## src/rtl/gcd_resp_buffer.sv

```systemverilog
// rtl/gcd_resp_buffer.sv - GCD result FIFO with slot reservation and valid/ready output.
// Optional GCD_RESP_STATS_EN adds saturating accepted-result and drop counters.
module gcd_resp_buffer #(
    parameter int DATA_W = 16,
    parameter int DEPTH  = 4,
    parameter int CNT_W  = 3
) (
    input  logic              clk,
    input  logic              reset,
    input  logic              issue,
    output logic              can_issue,
    input  logic              in_valid,
    input  logic [DATA_W-1:0] in_data,
    output logic              out_valid,
    output logic [DATA_W-1:0] out_data,
    input  logic              out_ready,
    output logic [CNT_W-1:0]  count,
    output logic              overflow
`ifdef GCD_RESP_STATS_EN
    ,
    output logic [31:0]       results_total,
    output logic [15:0]       drops_total
`endif
);

    localparam int PTR_W = $clog2(DEPTH);
    localparam logic [CNT_W-1:0] L_DEPTH = CNT_W'(DEPTH);

    logic [DATA_W-1:0] r_mem [DEPTH];
    logic [PTR_W-1:0]  r_wr_ptr;
    logic [PTR_W-1:0]  r_rd_ptr;
    logic [CNT_W-1:0]  r_count;
    logic [CNT_W-1:0]  r_reserved;
    logic              r_overflow;
    logic [DATA_W-1:0] r_out_data;

    logic              w_pop;
    logic              w_push;
    logic              w_drop;
    logic [PTR_W-1:0]  w_rd_next;
    logic [CNT_W:0]    w_committed;

    assign out_valid   = (r_count != '0);
    assign w_pop       = out_valid & out_ready;
    assign w_push      = in_valid & ((r_count < L_DEPTH) | w_pop);
    assign w_drop      = in_valid & ~w_push;
    assign w_rd_next   = w_pop ? r_rd_ptr + PTR_W'(1) : r_rd_ptr;
    assign w_committed = {1'b0, r_count} + {1'b0, r_reserved};

    assign can_issue = (w_committed < {1'b0, L_DEPTH});
    assign out_data  = r_out_data;
    assign count     = r_count;
    assign overflow  = r_overflow;

    always_ff @(posedge clk) begin
        if (w_push) begin
            r_mem[r_wr_ptr] <= in_data;
        end
    end

    // The head register is loaded with what mem[rd_ptr] will hold after this
    // edge; when the incoming push lands on the new head slot, bypass it.
    always_ff @(posedge clk or posedge reset) begin
        if (reset) begin
            r_wr_ptr   <= '0;
            r_rd_ptr   <= '0;
            r_count    <= '0;
            r_overflow <= 1'b0;
            r_out_data <= '0;
        end else begin
            if (w_push) begin
                r_wr_ptr <= r_wr_ptr + PTR_W'(1);
            end
            r_rd_ptr <= w_rd_next;
            if (w_push && !w_pop) begin
                r_count <= r_count + CNT_W'(1);
            end else if (w_pop && !w_push) begin
                r_count <= r_count - CNT_W'(1);
            end
            if (w_drop) begin
                r_overflow <= 1'b1;
            end
            if (w_push && (r_wr_ptr == w_rd_next)) begin
                r_out_data <= in_data;
            end else begin
                r_out_data <= r_mem[w_rd_next];
            end
        end
    end

    // Reservations track results still in flight inside the GCD engine.
    always_ff @(posedge clk or posedge reset) begin
        if (reset) begin
            r_reserved <= '0;
        end else if (issue && !in_valid) begin
            if (r_reserved < L_DEPTH) begin
                r_reserved <= r_reserved + CNT_W'(1);
            end
        end else if (in_valid && !issue) begin
            if (r_reserved != '0) begin
                r_reserved <= r_reserved - CNT_W'(1);
            end
        end
    end

`ifdef GCD_RESP_STATS_EN
    logic [31:0] r_results_total;
    logic [15:0] r_drops_total;

    always_ff @(posedge clk or posedge reset) begin
        if (reset) begin
            r_results_total <= '0;
            r_drops_total   <= '0;
        end else begin
            if (w_push && (r_results_total != '1)) begin
                r_results_total <= r_results_total + 32'd1;
            end
            if (w_drop && (r_drops_total != '1)) begin
                r_drops_total <= r_drops_total + 16'd1;
            end
        end
    end

    assign results_total = r_results_total;
    assign drops_total   = r_drops_total;
`endif

endmodule

```

## config.mk

```make
export PLATFORM = sky130hd
export DESIGN_NAME = gcd_resp_buffer
export DESIGN_NICKNAME = d
export VERILOG_FILES = /design/src/rtl/gcd_resp_buffer.sv
export SDC_FILE = /design/constraint.sdc
export NUM_CORES = 1
export LEC_CHECK = 0
export ABC_AREA = 1
export CELL_PAD_IN_SITES_DETAIL_PLACEMENT = 1
export CELL_PAD_IN_SITES_GLOBAL_PLACEMENT = 1
export CORE_UTILIZATION = 45
export DETAILED_ROUTE_END_ITERATION = 8
export DONT_BUFFER_PORTS = 1
export GPL_ROUTABILITY_DRIVEN = 0
export GPL_TIMING_DRIVEN = 0
export HOLD_SLACK_MARGIN = 0.08
export PLACE_DENSITY = 0.81
export SLEW_MARGIN = 20
export SYNTH_ARGS = -nofsm -noshare
export SYNTH_HDL_FRONTEND = slang
export SYNTH_SLANG_ARGS = --single-unit
```

## constraint.sdc

```tcl
create_clock -name clk -period 2.2 [get_ports clk]
set_clock_uncertainty 0.1 [all_clocks]
set_input_delay 0.22 -clock clk [delete_from_list [all_inputs] [get_ports clk]]
set_output_delay 0.22 -clock clk [all_outputs]
set_load 0.02 [all_outputs]
```

==> Yosys cells after proc, flatten, opt, wreduce, memory -nomap -nowiden <==
Memories as Yosys holds them, arrays and structs flattened. A register that Yosys moved wholly into a read port is not among the register bits.
Index checks and enable logic that the tools add are counted.
{ "op_classes": {"n_addsub": 7, "magnitude_cmp": 3, "eq_ne": 1, "n_mux": 9, "bitwise": 5, "reduce_logical": 14} }
{ "op_table": {"columns": ["cell", "n"], "rows": [
  ["$mux 3", 6],
  ["$add 3x1->3 const B", 2],
  ["$lt 3x3->1 const B", 2],
  ["$reduce_bool 2->1", 3],
  ["$reduce_bool 3->1", 2],
  ["$sub 3x1->3 const B", 2],
  ["$add 2x1->2 const B", 2],
  ["$add 3x3->4", 1],
  ["$logic_and 1x1->1", 4],
  ["$logic_not 1->1", 4],
  ["$lt 4x3->1 const B", 1],
  ["$and 1x1->1", 3],
  ["$reduce_and 3->1", 1],
  ["$mux 1", 2],
  ["$mux 2", 1],
  ["$ne 2x1->1 const B", 1],
  ["$not 1->1", 1],
  ["$or 1x1->1", 1]
]} }
{ "totals": {"reg_bits": 11, "mem_bits_rw": 64, "in_bits": 21, "out_inout_bits": 22, "word_cells": 45, "n_memories": 1} }
{ "memory_table": {"columns": ["name", "depth", "width", "read_ports", "rd_ports_with_merged_regs", "write_ports", "line", "source"], "rows": [
  ["r_mem", 4, 16, 1, 1, 1, "29", "logic [DATA_W-1:0] r_mem [DEPTH];"]
]} }

==> Longest topological paths before layout <==
{ "depth": {"depth_word": 8, "depth_mapped": 11, "mapped_depth_nobuf": 10} }

==> Worst setup path after synthesis <==
Ideal clock, no wire load.
{ "synth_path": {"kind": "reg-to-reg", "from": "register r_count[2] (netlist: count[2])", "to": "memory r_mem[0][0], enable pin", "setup_time_ps": 389, "t_arrival_ps": 1898, "required_ps": 1711, "slack_ps": -186, "stages_incl_launch_ff": 5, "n_path_buf": 1, "synth_period_minus_slack_ps": 2386, "cell_sequence": "dfrtp_1 -> a21oi_1 -> buf_2 -> inv_1 -> nor2_1"} }
{ "synth_via": {"elab_chain_cells": 6} }
{ "synth_rtl": {"columns": ["item", "line", "source"], "rows": [
  ["start, declared", "32", "logic [CNT_W-1:0] r_count;"],
  ["start signal, assigned", "76", "r_count <= r_count + CNT_W'(1);"],
  ["start signal, assigned", "78", "r_count <= r_count - CNT_W'(1);"],
  ["parallel branches: the longest is 2 deep, another holds $lt 3x3->1", null, null],
  ["$or 1x1->1 (*)", "45", "assign w_push = in_valid & ((r_count < L_DEPTH) | w_pop);"],
  ["$and 1x1->1 (*)", "45", null],
  ["$mux 1 (*)", "56", "if (w_push) begin"],
  ["$mux 1 (not written as such) (*)", "57", "r_mem[r_wr_ptr] <= in_data;"],
  ["end, declared", "29", null]
]} }
Mark *: on every way between the ends.

==> Final worst setup path <==
{ "layout_path": {"from": "register r_count[2] (netlist: count[2])", "to": "register r_count[2] (netlist: count[2])"} }
{ "layout_via": {"elab_chain_cells": 7} }
{ "layout_rtl": {"columns": ["item", "line", "source"], "rows": [
  ["parallel branches: the longest is 2 deep, another holds $lt 3x3->1", null, null],
  ["$or 1x1->1 (*)", "45", null],
  ["$and 1x1->1 (*)", "45", null],
  ["via w_push", "38", "logic w_push;"],
  ["$logic_not 1->1", "77", "end else if (w_pop && !w_push) begin"],
  ["$logic_and 1x1->1", "77", null],
  ["$reduce_bool 2->1 (no source line)", null, null]
]} }
Mark *: on every way through the listed nets, which the timed path passes. The select of a mux whose other input is x is not followed.
A chain may end at the register's enable or synchronous reset.

==> impl_metrics.yaml <==
critical_path:
  critPathCapture: "count[2]$_DFFE_PP0P_"
  path_cells: "a21oi_4 > clkbuf_8 > ha_1 > inv_1 > fa_1 > a21oi_1 > o21ai_1 > xor2_1"
  critPathRequiredTime_ns: 2.35
  startpoint_type: "flop"
  crit_arrival_ns: 2.38
  crit_start: "count[2]$_DFFE_PP0P_"
  slowest_delay_ns: 0.51
  r2r_slack_ns: -0.03
  r2r_cells: 8
  reg2reg_to: "count[2]$_DFFE_PP0P_"
  cp-end-kind: "flop"
  r2r-start: "count[2]$_DFFE_PP0P_"
  worstSetupPathType: "flop to flop"
  critPathMaxFanout: 10
  slowest_stage: "dfrtp_2"
clock_tree:
  htreeDepth: 3
  root_buffer: "clkbuf_8"
  clock-sinks: 91
  clk_pin_slew_ns: 0.09
  cts_tree: "done"
  cts_made_buffers: 9
  cts_buffer_depth: 2
  insertion_delay_ns: 0.36
logic_synthesis:
  ys.flop_type: "edfxtp_1"
  ys_warn_count: 0
  yosysUniqueCellTypes: 26
  synthTopCellsByArea: "edfxtp_1 (46%), dfrtp_1 (16%), nand3_1 (8.3%)"
  synth_edf_count: 64
  yosysSeqAreaShare_pct: 62.6
  synth_top_cell_area_share_pct: 46.3
  avgSynthCellArea_sq_um: 10.3
  yosysTopAreaCell: "edfxtp_1"
  synth_seq_cells: 91
  syn_area_sq_um: 4150
  async_flop_share_pct: 29.7
  netlist_instances: 402
  synth.net_count: 433
floorplan:
  die-area_sq_um: 9600
  fp.dieW_um: 98.0
  initial_core_util_pct: 47.1
  die_h_um: 98.0
  placementRows: 34
  core_sq_um: 8810
  ios: 43
timing:
  finalWorstSetupSlack_ns: -0.0307
  grt_setup_unrepaired: "true"
  fin_crit_ns: 2.23
  max_slew_margin_pct: 55.8
  slew_violations: 0
  period_share_pct: 101
  setup_viol: 1
  hold_violations: 0
  max_freq_mhz: 448
  worst_slew_pin_slew_ns: 0.662
place:
  dp_hpwl_um: 7000
  place_ws_ns: -0.541
  portBuffers: 0
power:
  powerDensity_nw_per_um2: 1370
  p_total_w: 0.00660
  leakage_nw: 2.18
  peakVddDrop_uv: 499
global_route:
  grt_pass1_wl_um: 17100
  antenna_found_initial: 0
  track_usage_pct: 23.8
  grt_overflow: 0
  grt_max_degree: 28
  grt_pass1_vias: 3307
drt:
  avgRoutedWirePerCell_um: 19.2
  avgViaCountPerCell: 5.32
  drtIter0Drc: 71
  drcViolationCount: 2
  drt-total-wl_um: 10600
  final_antenna_net_count: 0
  first_pass_iters: 6
  vias: 2928
finish:
  fin_nets: 468
  drive_gt1_share_pct: 14.5
  final_core_util_pct: 54.6
  areaGrowthSynthToFinish_pct: 15.9
  antenna_cells: 0
status:
  violations: "design-rule violations, negative setup slack"
  status: "complete, but fails checks"
worst_hold_path:
  min_path_type: "input port to flop"
job:
  drv_cap: 0
[worst max-delay path, delay by kind of cell, from the launching register on]
kind / cells / cell delay [ns]
XOR/XNOR: 1 / 0.15
AO/OA/AOI/OAI: 3 / 0.50
flip-flops: 1 / 0.51
adder cells (fa/ha/maj): 2 / 0.55
buffers and inverters: 2 / 0.29
[cells in the mapped netlist (all sizes together) (2+ instances only)]
master and instances:
mux2 2, fa 2, nand3 70, ha 8, nand4 16, xor2 3, dfrtp 27, o21ai 3
xnor2 3, a21oi 4, nor2 6, inv 82, edfxtp 64, buf 12, clkbuf 4, nand2 93
[cell families after synthesis]
logic type	Yosys count	share of synthesized area (%)
DFF	91	62.6
adders and majority gates	10	3.38
and+or+nand+nor	187	21.7
xor gates and xnor gates	6	1.27
muxes	2	0.543
AOI/OAI and AO/OA	8	1.06
buffers and inverters	98	9.44
[timing repair]
item	CTS	global route
gates resized for setup	9	12
hold buffers	19	0
pin swaps	1	2
hold endpoints to repair	108	0
endpoints found under the setup margin	73	53
buffers inserted	0	2
[worst min path at each step]
stage	startpoint	endpoint	cells after the start	slack, ns
after floorplan	reset	count[0]$_DFFE_PP0P_	1	0.17
after global placement	in_data[1]	r_mem[0][1]$_DFFE_PP_	0	0.22
after detailed placement	reset	count[1]$_DFFE_PP0P_	1	0.13
after CTS	in_valid	r_wr_ptr[0]$_DFFE_PP0P_	3	0.1
after global routing	in_valid	r_wr_ptr[0]$_DFFE_PP0P_	3	0.13
final	in_valid	r_wr_ptr[0]$_DFFE_PP0P_	3	0.11
[cell usage in the layout (no fill, tap or decap), types with 3 or more instances in the layout]
master         count
dfrtp_1           24
nand3_1           69
nand4_1           16
ha_1               8
nor2_4             5
nand2_4            6
nand2_1           83
edfxtp_1          64
buf_8              4
xnor2_1            3
buf_4              3
clkinvlp_4         3
dlygate4sd3_1     19
nand2_2            3
xor2_1             3
inv_1             79
buf_2             10
dfrtp_2            3
inv_2              3
a21oi_1            3
clkbuf_8          10
[sequential cells by signal (all words and copies together), names as in the netlist]
| register | flops |
|---|---|
| overflow | 1 |
| r_mem | 64 |
| r_reserved | 3 |
| r_wr_ptr | 2 |
| out_data | 16 |
| r_rd_ptr | 2 |
| count | 3 |
[per-layer routing]
layer  track usage (%)  part of all wire [%]
met2              42.1                    52
met4              11.3                   2.8
met5                 0                     0
met3              5.08                   4.0
met1              27.5                    41
[power by group]
part	switching (W)	leakage, nW	internal (W)
combinational	0.00188	1.21	0.000894
clock	0.000620	0.0820	0.000414
sequential	0.000482	0.895	0.00232
[layout make-up]
cell class,count,area [sq um]
Tap cell,108,135
Inverter,82,308
Fill cell,965,4000
Multi-Input combinational cell,213,1230
Timing Repair Buffer,25,265
Clock buffer,9,124
Buffer,15,92.6
Clock inverter,7,50.0
Sequential cell,91,2600
[metrics by stage]
step	cell area [sq um]	hold WS, ns	cells	TNS (ns)
floorplan	4150	0.173	402	-4.01
global placement	4290	0.219	510	-56.81
detailed placement	4360	0.135	514	-9.79
CTS	4750	0.0994	548	-2.30
global route	4810	0.125	550	-0.791
finish	4810	0.112	550	-0.0307
Note: power is estimated with default switching activity, not from simulation.
